[src/rtl/ctrl_seq_pkg.sv]
// Shared types for the control-step sequencer: step codes, opcode map, ALU codes, opcode classing.
// Optional two-word mul/div writeback is enabled by CTRL_SEQ_MULDIV_EN.
package ctrl_seq_pkg;

  typedef enum logic [3:0] {
    ST_HALT = 4'd0,
    ST_T0   = 4'd1,
    ST_T1   = 4'd2,
    ST_T2   = 4'd3,
    ST_T3   = 4'd4,
    ST_T4   = 4'd5,
    ST_T5   = 4'd6,
    ST_T6   = 4'd7
  } state_t;

  typedef enum logic [2:0] {
    CLS_R, CLS_I, CLS_MULDIV, CLS_NOP, CLS_HALT, CLS_ILL
  } op_class_t;

  localparam logic [4:0] OP_ADD  = 5'b00011;
  localparam logic [4:0] OP_SUB  = 5'b00100;
  localparam logic [4:0] OP_AND  = 5'b00101;
  localparam logic [4:0] OP_OR   = 5'b00110;
  localparam logic [4:0] OP_ADDI = 5'b01100;
  localparam logic [4:0] OP_ANDI = 5'b01101;
  localparam logic [4:0] OP_ORI  = 5'b01110;
  localparam logic [4:0] OP_MUL  = 5'b01111;
  localparam logic [4:0] OP_DIV  = 5'b10000;
  localparam logic [4:0] OP_NOP  = 5'b11010;
  localparam logic [4:0] OP_HALT = 5'b11011;

  localparam logic [3:0] ALU_AND = 4'd0;
  localparam logic [3:0] ALU_OR  = 4'd1;
  localparam logic [3:0] ALU_ADD = 4'd2;
  localparam logic [3:0] ALU_SUB = 4'd3;
  localparam logic [3:0] ALU_MUL = 4'd4;
  localparam logic [3:0] ALU_DIV = 4'd5;

  function automatic op_class_t op_class(input logic [4:0] op);
    case (op)
      OP_ADD, OP_SUB, OP_AND, OP_OR: op_class = CLS_R;
      OP_ADDI, OP_ANDI, OP_ORI:      op_class = CLS_I;
`ifdef CTRL_SEQ_MULDIV_EN
      OP_MUL, OP_DIV:                op_class = CLS_MULDIV;
`endif
      OP_NOP:                        op_class = CLS_NOP;
      OP_HALT:                       op_class = CLS_HALT;
      default:                       op_class = CLS_ILL;
    endcase
  endfunction

  function automatic logic [3:0] alu_code(input logic [4:0] op);
    case (op)
      OP_AND, OP_ANDI: alu_code = ALU_AND;
      OP_OR, OP_ORI:   alu_code = ALU_OR;
      OP_ADD, OP_ADDI: alu_code = ALU_ADD;
      OP_SUB:          alu_code = ALU_SUB;
      OP_MUL:          alu_code = ALU_MUL;
      OP_DIV:          alu_code = ALU_DIV;
      default:         alu_code = ALU_AND;
    endcase
  endfunction

endpackage

[src/rtl/step_timer.sv]
// Holds each control step for STEP_CYCLES clocks; done pulses on the last cycle unless hold is high.
// While hold is high the count saturates at its last value and done stays low.
module step_timer #(
  parameter int STEP_CYCLES = 1
) (
  input  logic Clock,
  input  logic Clear,
  input  logic run,
  input  logic hold,
  output logic done
);

  localparam logic [3:0] LAST = 4'(STEP_CYCLES - 1);

  logic [3:0] cnt_q;

  assign done = run && (cnt_q == LAST) && !hold;

  always_ff @(posedge Clock) begin
    if (!Clear || !run || done) begin
      cnt_q <= '0;
    end else if (cnt_q != LAST) begin
      cnt_q <= cnt_q + 4'd1;
    end
  end

endmodule

[src/rtl/ctrl_step_sequencer.sv]
// Fetch/execute control-step sequencer driving datapath strobes from state plus latched opcode.
// T1 stalls on mem_ready; define CTRL_SEQ_MULDIV_EN for mul/div with the extra HI writeback step.
module ctrl_step_sequencer
  import ctrl_seq_pkg::*;
#(
  parameter int OPCODE_W    = 5,
  parameter int CTRL_W      = 4,
  parameter int STEP_CYCLES = 1
) (
  input  logic              Clock,
  input  logic              Clear,
  input  logic              start,
  input  logic [31:0]       ir,
  input  logic              mem_ready,
  output logic              PCout,
  output logic              Zlowout,
  output logic              Zhighout,
  output logic              MDRout,
  output logic              Rout,
  output logic              Cout,
  output logic              MARin,
  output logic              MDRin,
  output logic              IRin,
  output logic              Yin,
  output logic              Zlowin,
  output logic              Zhighin,
  output logic              PCin,
  output logic              Rin,
  output logic              LOin,
  output logic              HIin,
  output logic              IncPC,
  output logic              Read,
  output logic              Gra,
  output logic              Grb,
  output logic              Grc,
  output logic [CTRL_W-1:0] ctrl,
  output logic [3:0]        step,
  output logic              running,
  output logic              illegal
);

  state_t                state_q, state_d;
  logic [OPCODE_W-1:0]   op_q;
  logic [4:0]            op5;
  op_class_t             cls;
  logic                  illegal_q;
  logic                  done;
  logic                  hold;
  logic                  unused_ir;

  assign unused_ir = ^ir[31-OPCODE_W:0];
  assign op5       = op_q[OPCODE_W-1 -: 5];
  assign cls       = op_class(op5);
  assign hold      = (state_q == ST_T1) && !mem_ready;

  step_timer #(.STEP_CYCLES(STEP_CYCLES)) u_step_timer (
    .Clock (Clock),
    .Clear (Clear),
    .run   (state_q != ST_HALT),
    .hold  (hold),
    .done  (done)
  );

  always_ff @(posedge Clock) begin
    if (!Clear) begin
      state_q   <= ST_HALT;
      op_q      <= '0;
      illegal_q <= 1'b0;
    end else begin
      state_q <= state_d;
      if (state_q == ST_T2 && done) op_q <= ir[31 -: OPCODE_W];
      if (state_q == ST_HALT && start) illegal_q <= 1'b0;
      else if (state_q == ST_T3 && done && cls == CLS_ILL) illegal_q <= 1'b1;
    end
  end

  always_comb begin
    state_d  = state_q;
    PCout    = 1'b0; Zlowout = 1'b0; Zhighout = 1'b0; MDRout = 1'b0;
    Rout     = 1'b0; Cout    = 1'b0; MARin    = 1'b0; MDRin  = 1'b0;
    IRin     = 1'b0; Yin     = 1'b0; Zlowin   = 1'b0; Zhighin = 1'b0;
    PCin     = 1'b0; Rin     = 1'b0; LOin     = 1'b0; HIin   = 1'b0;
    IncPC    = 1'b0; Read    = 1'b0; Gra      = 1'b0; Grb    = 1'b0;
    Grc      = 1'b0;
    ctrl     = '0;
    case (state_q)
      ST_HALT: if (start) state_d = ST_T0;
      ST_T0: begin
        PCout = 1'b1; MARin = 1'b1; IncPC = 1'b1; Zlowin = 1'b1;
        if (done) state_d = ST_T1;
      end
      ST_T1: begin
        Zlowout = 1'b1; PCin = 1'b1; Read = 1'b1; MDRin = 1'b1;
        if (done) state_d = ST_T2;
      end
      ST_T2: begin
        MDRout = 1'b1; IRin = 1'b1;
        if (done) state_d = ST_T3;
      end
      ST_T3: begin
        if (cls inside {CLS_R, CLS_I, CLS_MULDIV}) begin
          Grb = 1'b1; Rout = 1'b1; Yin = 1'b1;
        end
        if (done) begin
          case (cls)
            CLS_R, CLS_I, CLS_MULDIV: state_d = ST_T4;
            CLS_NOP:                  state_d = ST_T0;
            default:                  state_d = ST_HALT;
          endcase
        end
      end
      ST_T4: begin
        ctrl   = CTRL_W'(alu_code(op5));
        Zlowin = 1'b1;
        if (cls == CLS_I) Cout = 1'b1;
        else begin Grc = 1'b1; Rout = 1'b1; end
        if (cls == CLS_MULDIV) Zhighin = 1'b1;
        if (done) state_d = ST_T5;
      end
      ST_T5: begin
        Zlowout = 1'b1;
`ifdef CTRL_SEQ_MULDIV_EN
        if (cls == CLS_MULDIV) begin
          LOin = 1'b1;
          if (done) state_d = ST_T6;
        end else begin
          Gra = 1'b1; Rin = 1'b1;
          if (done) state_d = ST_T0;
        end
`else
        Gra = 1'b1; Rin = 1'b1;
        if (done) state_d = ST_T0;
`endif
      end
`ifdef CTRL_SEQ_MULDIV_EN
      ST_T6: begin
        Zhighout = 1'b1; HIin = 1'b1;
        if (done) state_d = ST_T0;
      end
`endif
      default: state_d = ST_HALT;
    endcase
  end

  assign step    = state_q;
  assign running = (state_q != ST_HALT);
  assign illegal = illegal_q;

endmodule

[config.mk]
export PLATFORM = sky130hd
export DESIGN_NAME = ctrl_step_sequencer
export DESIGN_NICKNAME = d
export VERILOG_FILES = /design/src/rtl/ctrl_seq_pkg.sv /design/src/rtl/step_timer.sv /design/src/rtl/ctrl_step_sequencer.sv
export SDC_FILE = /design/constraint.sdc
export NUM_CORES = 1
export LEC_CHECK = 0
export ABC_CLOCK_PERIOD_IN_PS = 3000
export CAP_MARGIN = 20
export CORE_MARGIN = 5
export CORE_UTILIZATION = 40
export DETAILED_ROUTE_END_ITERATION = 16
export PLACE_DENSITY = 0.91
export SLEW_MARGIN = 15
export SYNTH_ARGS = -nofsm -noshare
export SYNTH_HDL_FRONTEND = slang
export SYNTH_SLANG_ARGS = --single-unit
[constraint.sdc]
create_clock -name Clock -period 3 [get_ports Clock]
set_input_delay 0.6 -clock Clock [delete_from_list [all_inputs] [get_ports Clock]]
set_output_delay 0.6 -clock Clock [all_outputs]
set_load 0.005 [all_outputs]
Word-level counts from Yosys, hierarchy flattened
Memory sizes are Yosys's and may differ from the RTL's. A register that Yosys moved wholly into a read port is not among the register bits.
Cells that the tools add are included.
- ROM bits: 192
- memories: 2
- register bits: 14
- bits in latches: 0
- memory bits (writable): 0
- $lt $le $gt $ge: 0
- divide/modulo/power cells: 0
- reductions and logical operators: 24
- bitwise logic cells: 1
- add/sub/neg operators: 1
- eq/ne operators: 17
- shift-type cells: 0
- multipliers: 0
- muxes and demuxes: 29
- memory list (memory ; depth ; width ; rd ports ; clocked after memory_dff ; wr ports ; RTL line ; text):
    (no name shown) ; 32 ; 3 ; 1 ; 1 ; 0 ; ctrl_seq_pkg.sv:53 ; case (op)
    (no name shown) ; 32 ; 3 ; 1 ; 1 ; 0 ; ctrl_seq_pkg.sv:40 ; case (op)
- operators by type and width (operator ; number):
    4-bit two-way mux ; 8
    4-bit case mux with 7 select lines ; 1
    5-bit two-way mux ; 4
    1-bit two-way mux ; 14
    2-bit != test, second input constant ; 7
    4-bit by 3-bit equality test with 1-bit output, second input constant ; 3
    4-bit by 2-bit equality test with 1-bit output, second input constant ; 2
    4-bit zero test ; 2
    4-bit nonzero test ; 2
    1-bit logical AND ; 7
    7-bit AND reduction ; 1
    3-bit by 2-bit equality test with 1-bit output, second input constant ; 2
    3-bit case mux with 2 select lines ; 1
    2-bit OR reduction ; 3
    4-bit by 1-bit adder with 4-bit output, second input constant ; 1
    4-bit by 1-bit equality test with 1-bit output, second input constant ; 1
    1-bit zero test ; 4
    3-bit by 1-bit equality test with 1-bit output, second input constant ; 1
    3-bit equality test, second input constant ; 1
    3-bit zero test ; 1
    3-bit nonzero test ; 1
    3-bit OR reduction ; 1
    1-bit logical OR ; 2
    1-bit case mux with 2 select lines ; 1
    1-bit inverter ; 1

Logic depth before layout (Yosys ltp)
Gate-level depths: netlist of run 1.
- depth in word-level cells: 7
- gate-level depth with buffers: 8
- gate-level depth less buffers: 6

Modules after synthesis
From an unflattened synthesis of run 1, not the netlist that was laid out.
- cell total of the unflattened synthesis: 164
- area, all modules: 1342.5 um2
- by module, submodules not included (module ; instances ; area an instance (um2) ; cells an instance):
    ctrl_step_sequencer ; 1 ; 1107.3 ; 140
    step_timer ; 1 ; 235.2 ; 24

Worst setup path after synthesis of run 1
Ideal clock, no wire load.
- path type: flip-flop to output port
- from: register state_q[0], in the netlist step[0]
- to: output port Zhighin
- data arrival time: 1300 ps
- slack: 1100 ps
- stages on the path, launching flop included: 6
- cell sequence: dfxtp_1 clkbuf_1 nand2b_1 inv_1 nand2_1 nor4b_1
- cells in the longest elaborated chain, start to end: 2
- ends and longest elaborated chain (element ; RTL line ; text):
    start: declaration ; ctrl_step_sequencer.sv:42 ; state_t state_q, state_d;
    start signal: assignment ; ctrl_step_sequencer.sv:70 ; state_q <= state_d;
    4-bit by 3-bit equality test with 1-bit output ; ctrl_step_sequencer.sv:86 ; case (state_q)
    1-bit two-way mux ; ctrl_step_sequencer.sv:86 ;
    end: declaration ; ctrl_step_sequencer.sv:26 ; output logic Zhighin,
No other way between the ends.

Worst setup path in the final report of run 1
Same ends and word-level chain as after synthesis.

==> out/results.tsv, run 1 <==
stage	metric	value	unit
outcome	outcome	complete, no violations	
clock_network	CTS Buffer Depth	2	
drt	Final ANT Viol Nets	0	
logic_synthesis	Gate Count Post-Synth	177	
die	Core Box Area	0.00328	mm2
place	HPWL after detailed placement	2400	um
drt	Total Wirelength	3110	um
place	gpl congestion	0.925	
layout	share of cells above drive strength 1	9.45	%
sta	worst clock skew	7.74	ps
clock_network	Post-CTS Setup Bufs	0	
clock_network	Worst-path clk slew	100	ps
clock_network	hold_buf cts	0	
die	DIE WIDTH	68.0	um
layout	Finished Cell Area	0.00168	mm2
setup_path	r2r startpoint	u_step_timer.cnt_q[0]	
setup_path	r2r endpoint	cls[2]	
layout	ANT cells	0	
pwr	Comb power frac	26.9	%
drt	DRC Markers	0	
pwr	Sw Share	29.1	%
sta	final hold viol count	0	
logic_synthesis	Yosys warnings	0	
sta	fin crit share	90.1	%
logic_synthesis	Netlist cell types	51	
sta	Peak Freq	370	MHz
clock_network	post-cts gate resize count	0	
run	Max-Cap Viols	0	
logic_synthesis	synthesized area	0.00135	mm2
sta	RSZ-0062 raised after global routing	no	
place	Area after DPL	0.00165	mm2
clock_network	H-tree depth	1	
layout	register area	380	um2
grt	vias in the first global route	1138	
clock_network	Clock Tree Root	clkbuf_4	
setup_path	Worst Setup SP	step[0]	
setup_path	reg2reg path depth	6	
pwr	worst vdd ir	0.171	mV
logic_synthesis	Synth async-reset ratio	0	%
die	Die Y	68.0	um
drt	routed via count	1308	
die	initial core utilization	41.0	%
layout	Multi-input gate area	803	um2
logic_synthesis	mean post-synth cell area	7.60	um2
pwr	Leak	0.678	nW
layout	Final Util	51.0	%
setup_path	kind of critical path	reg -> out	
logic_synthesis	Yosys reg bits	19	
logic_synthesis	register area share after synthesis	28.3	%
layout	# nets final	240	
drt	first drt pass iteration count	4	
drt	DR iter-0 viols	124	
setup_path	critical path peak fanout	12	
drt	DR WL/cell	12.6	um
pwr	Final Power	0.000554	W
sta	Final TNS setup	0	ps
pwr	pwr dens	330	mW/mm2
sta	Slew @ Worst Pin	534	ps
setup_path	Critical Path AT	2100	ps
pwr	Clk network pwr share	23.2	%
clock_network	total CTS buffers	3	
grt	remaining global-route overflow	0	
setup_path	Required @ worst endpoint	2400	ps
sta	Final setup viols	0	
clock_network	CTS tree	done	
clock_network	# clock sinks	19	
setup_path	Critical Path End	Zhighin	
pwr	NetSw	0.000161	W
sta	max-slew violations	0	
setup_path	crit start category	flop	
die	io pins	67	
grt	initial antenna violation count	0	
grt	all-layer global routing usage	13.8	%
pwr	Seq pwr share	49.8	%
hold_path	Hold WC Path Type	reg -> reg	
clock_network	later-pin clock latency in the skew report	300	ps
setup_path	flop-to-flop setup slack	770	ps
layout	most frequent cells in the layout	34 x clkdlybuf4s50_1, 20 x nand2_1, 19 x dfxtp_1	
place	input/output buffers	34	
die	number of core rows	21	
setup_path	kind of end point of the critical path	output port	
die	Die Area	0.00462	mm2
logic_synthesis	EDFF count, synth	0	
layout	area delta synth->final	24.7	%
sta	max_slew headroom	64.4	%
grt	pin count of the biggest net entering global routing	17	
layout	FILL cells	307	
pwr	Internal Power	0.000393	W
layout	commonest non-fill, non-tap cell in the layout	clkdlybuf4s50_1	
grt	first-pass GRT wire length	4970	um
drt	Via density	5.30	
logic_synthesis	Synth Flop Type	dfxtp_1	
sta	Final min period	2700	ps
==> through the flow <==
step | std cells | hold slack (ps) | worst slack, ps
after floorplan | 181 | 462 | 1100
after global placement | 243 | 469 | 595
after detailed placement | 243 | 485 | 613
after CTS | 247 | 500 | 269
after global routing | 247 | 530 | 100
final | 247 | 499 | 296
==> worst min path at each step <==
stage	startpoint	to	slack, ps	cells after the start
6_report	u_step_timer.cnt_q[1]	u_step_timer.cnt_q[1]	500	2
5_1_grt	u_step_timer.cnt_q[1]	u_step_timer.cnt_q[1]	530	2
4_1_cts	u_step_timer.cnt_q[1]	u_step_timer.cnt_q[1]	500	2
3_5_place_dp	u_step_timer.cnt_q[1]	u_step_timer.cnt_q[1]	480	2
3_3_place_gp	illegal	illegal	470	2
2_1_floorplan	u_step_timer.cnt_q[1]	u_step_timer.cnt_q[1]	460	2
==> power groups by stage <==
| stage | logic, W | registers (W) | clock network, W |
|---|---|---|---|
| 3_5_place_dp | 0.000149 | 0.000282 | 0 |
| 6_report | 0.000149 | 0.000276 | 0.000129 |
| 3_3_place_gp | 0.000146 | 0.000282 | 0 |
| 4_1_cts | 0.000149 | 0.000276 | 0.000134 |
| 2_1_floorplan | 0.0000924 | 0.000276 | 0 |
| 5_1_grt | 0.000164 | 0.000278 | 0.000150 |
==> cells in the mapped netlist, types with 2 or more instances <==
library cell	n	area, um2
buf_2	3	15.0
nand2_1	20	75.1
nand3b_1	3	22.5
a211oi_1	4	30.0
nor2_1	11	41.3
nor4_1	5	31.3
nor3_1	7	35.0
clkbuf_1	6	22.5
nand3_1	3	15.0
inv_1	9	33.8
xnor2_1	3	26.3
o21ai_1	4	20.0
or2_2	2	12.5
buf_4	12	90.1
mux2_1	2	22.5
nor4b_1	2	17.5
nor2b_1	5	31.3
o21ai_0	4	20.0
and3_1	5	31.3
o211ai_1	2	15.0
dfxtp_1	19	380
nand2b_1	4	25.0
ha_1	2	25.0
a21oi_1	13	65.1
==> cell families (layout without fill, tap and decap cells) <==
logic type / count (synthesis) / count (layout) / share of synthesized area [%]
DFF: 19 / 19 / 28.3
buffers and inverters: 32 / 52 / 13.1
muxes: 2 / 2 / 1.67
other: 1 / 5 / 0.279
AOI/OAI and AO/OA: 41 / 41 / 20.7
adders and majority gates: 2 / 2 / 1.86
and+or+nand+nor: 76 / 76 / 31.4
xor gates and xnor gates: 4 / 4 / 2.61
==> worst max-delay path, cell delays in order, from the launching register on <==
cell and delay (ps):
dfxtp_1 590, nand2b_1 150, inv_1 170, nand2_1 110, nor4b_1 250, clkdlybuf4s50_1 550
==> routing by layer <==
metal | GRT usage [%] | part of all wire (%)
met5 | 0 | 0
met4 | 4.22 | 0.80
met3 | 3.61 | 9.0
met2 | 23.0 | 46
met1 | 17.3 | 44
==> final cells by class <==
| cell class | count | area share, % |
|---|---|---|
| Clock buffer | 3 | 1.34 |
| Clock inverter | 1 | 0.299 |
| Sequential cell | 19 | 22.7 |
| Multi-Input combinational cell | 130 | 47.9 |
| Inverter | 10 | 2.24 |
| Tap cell | 46 | 3.43 |
| Timing Repair Buffer | 38 | 22.1 |
No activity file was read; power rests on OpenSTA's default activity.
==> run 2: changes to the inputs <==
--- a/config.mk
+++ b/config.mk
@@ -11,6 +11,7 @@
 export CORE_UTILIZATION = 40
 export DETAILED_ROUTE_END_ITERATION = 16
 export PLACE_DENSITY = 0.91
+export SKIP_LAST_GASP = 1
 export SLEW_MARGIN = 15
 export SYNTH_ARGS = -nofsm -noshare
 export SYNTH_HDL_FRONTEND = slang
==> results of run 2 <==
No change in the layout: final DEF, timing and power equal those of run 1.
==> run 3: changes to the inputs <==
--- a/config.mk
+++ b/config.mk
@@ -12,7 +12,7 @@
 export DETAILED_ROUTE_END_ITERATION = 16
 export PLACE_DENSITY = 0.91
 export SKIP_LAST_GASP = 1
-export SLEW_MARGIN = 15
+export SLEW_MARGIN = 20
 export SYNTH_ARGS = -nofsm -noshare
 export SYNTH_HDL_FRONTEND = slang
 export SYNTH_SLANG_ARGS = --single-unit
==> results of run 3 <==
No change in the layout: final DEF, timing and power equal those of run 1.
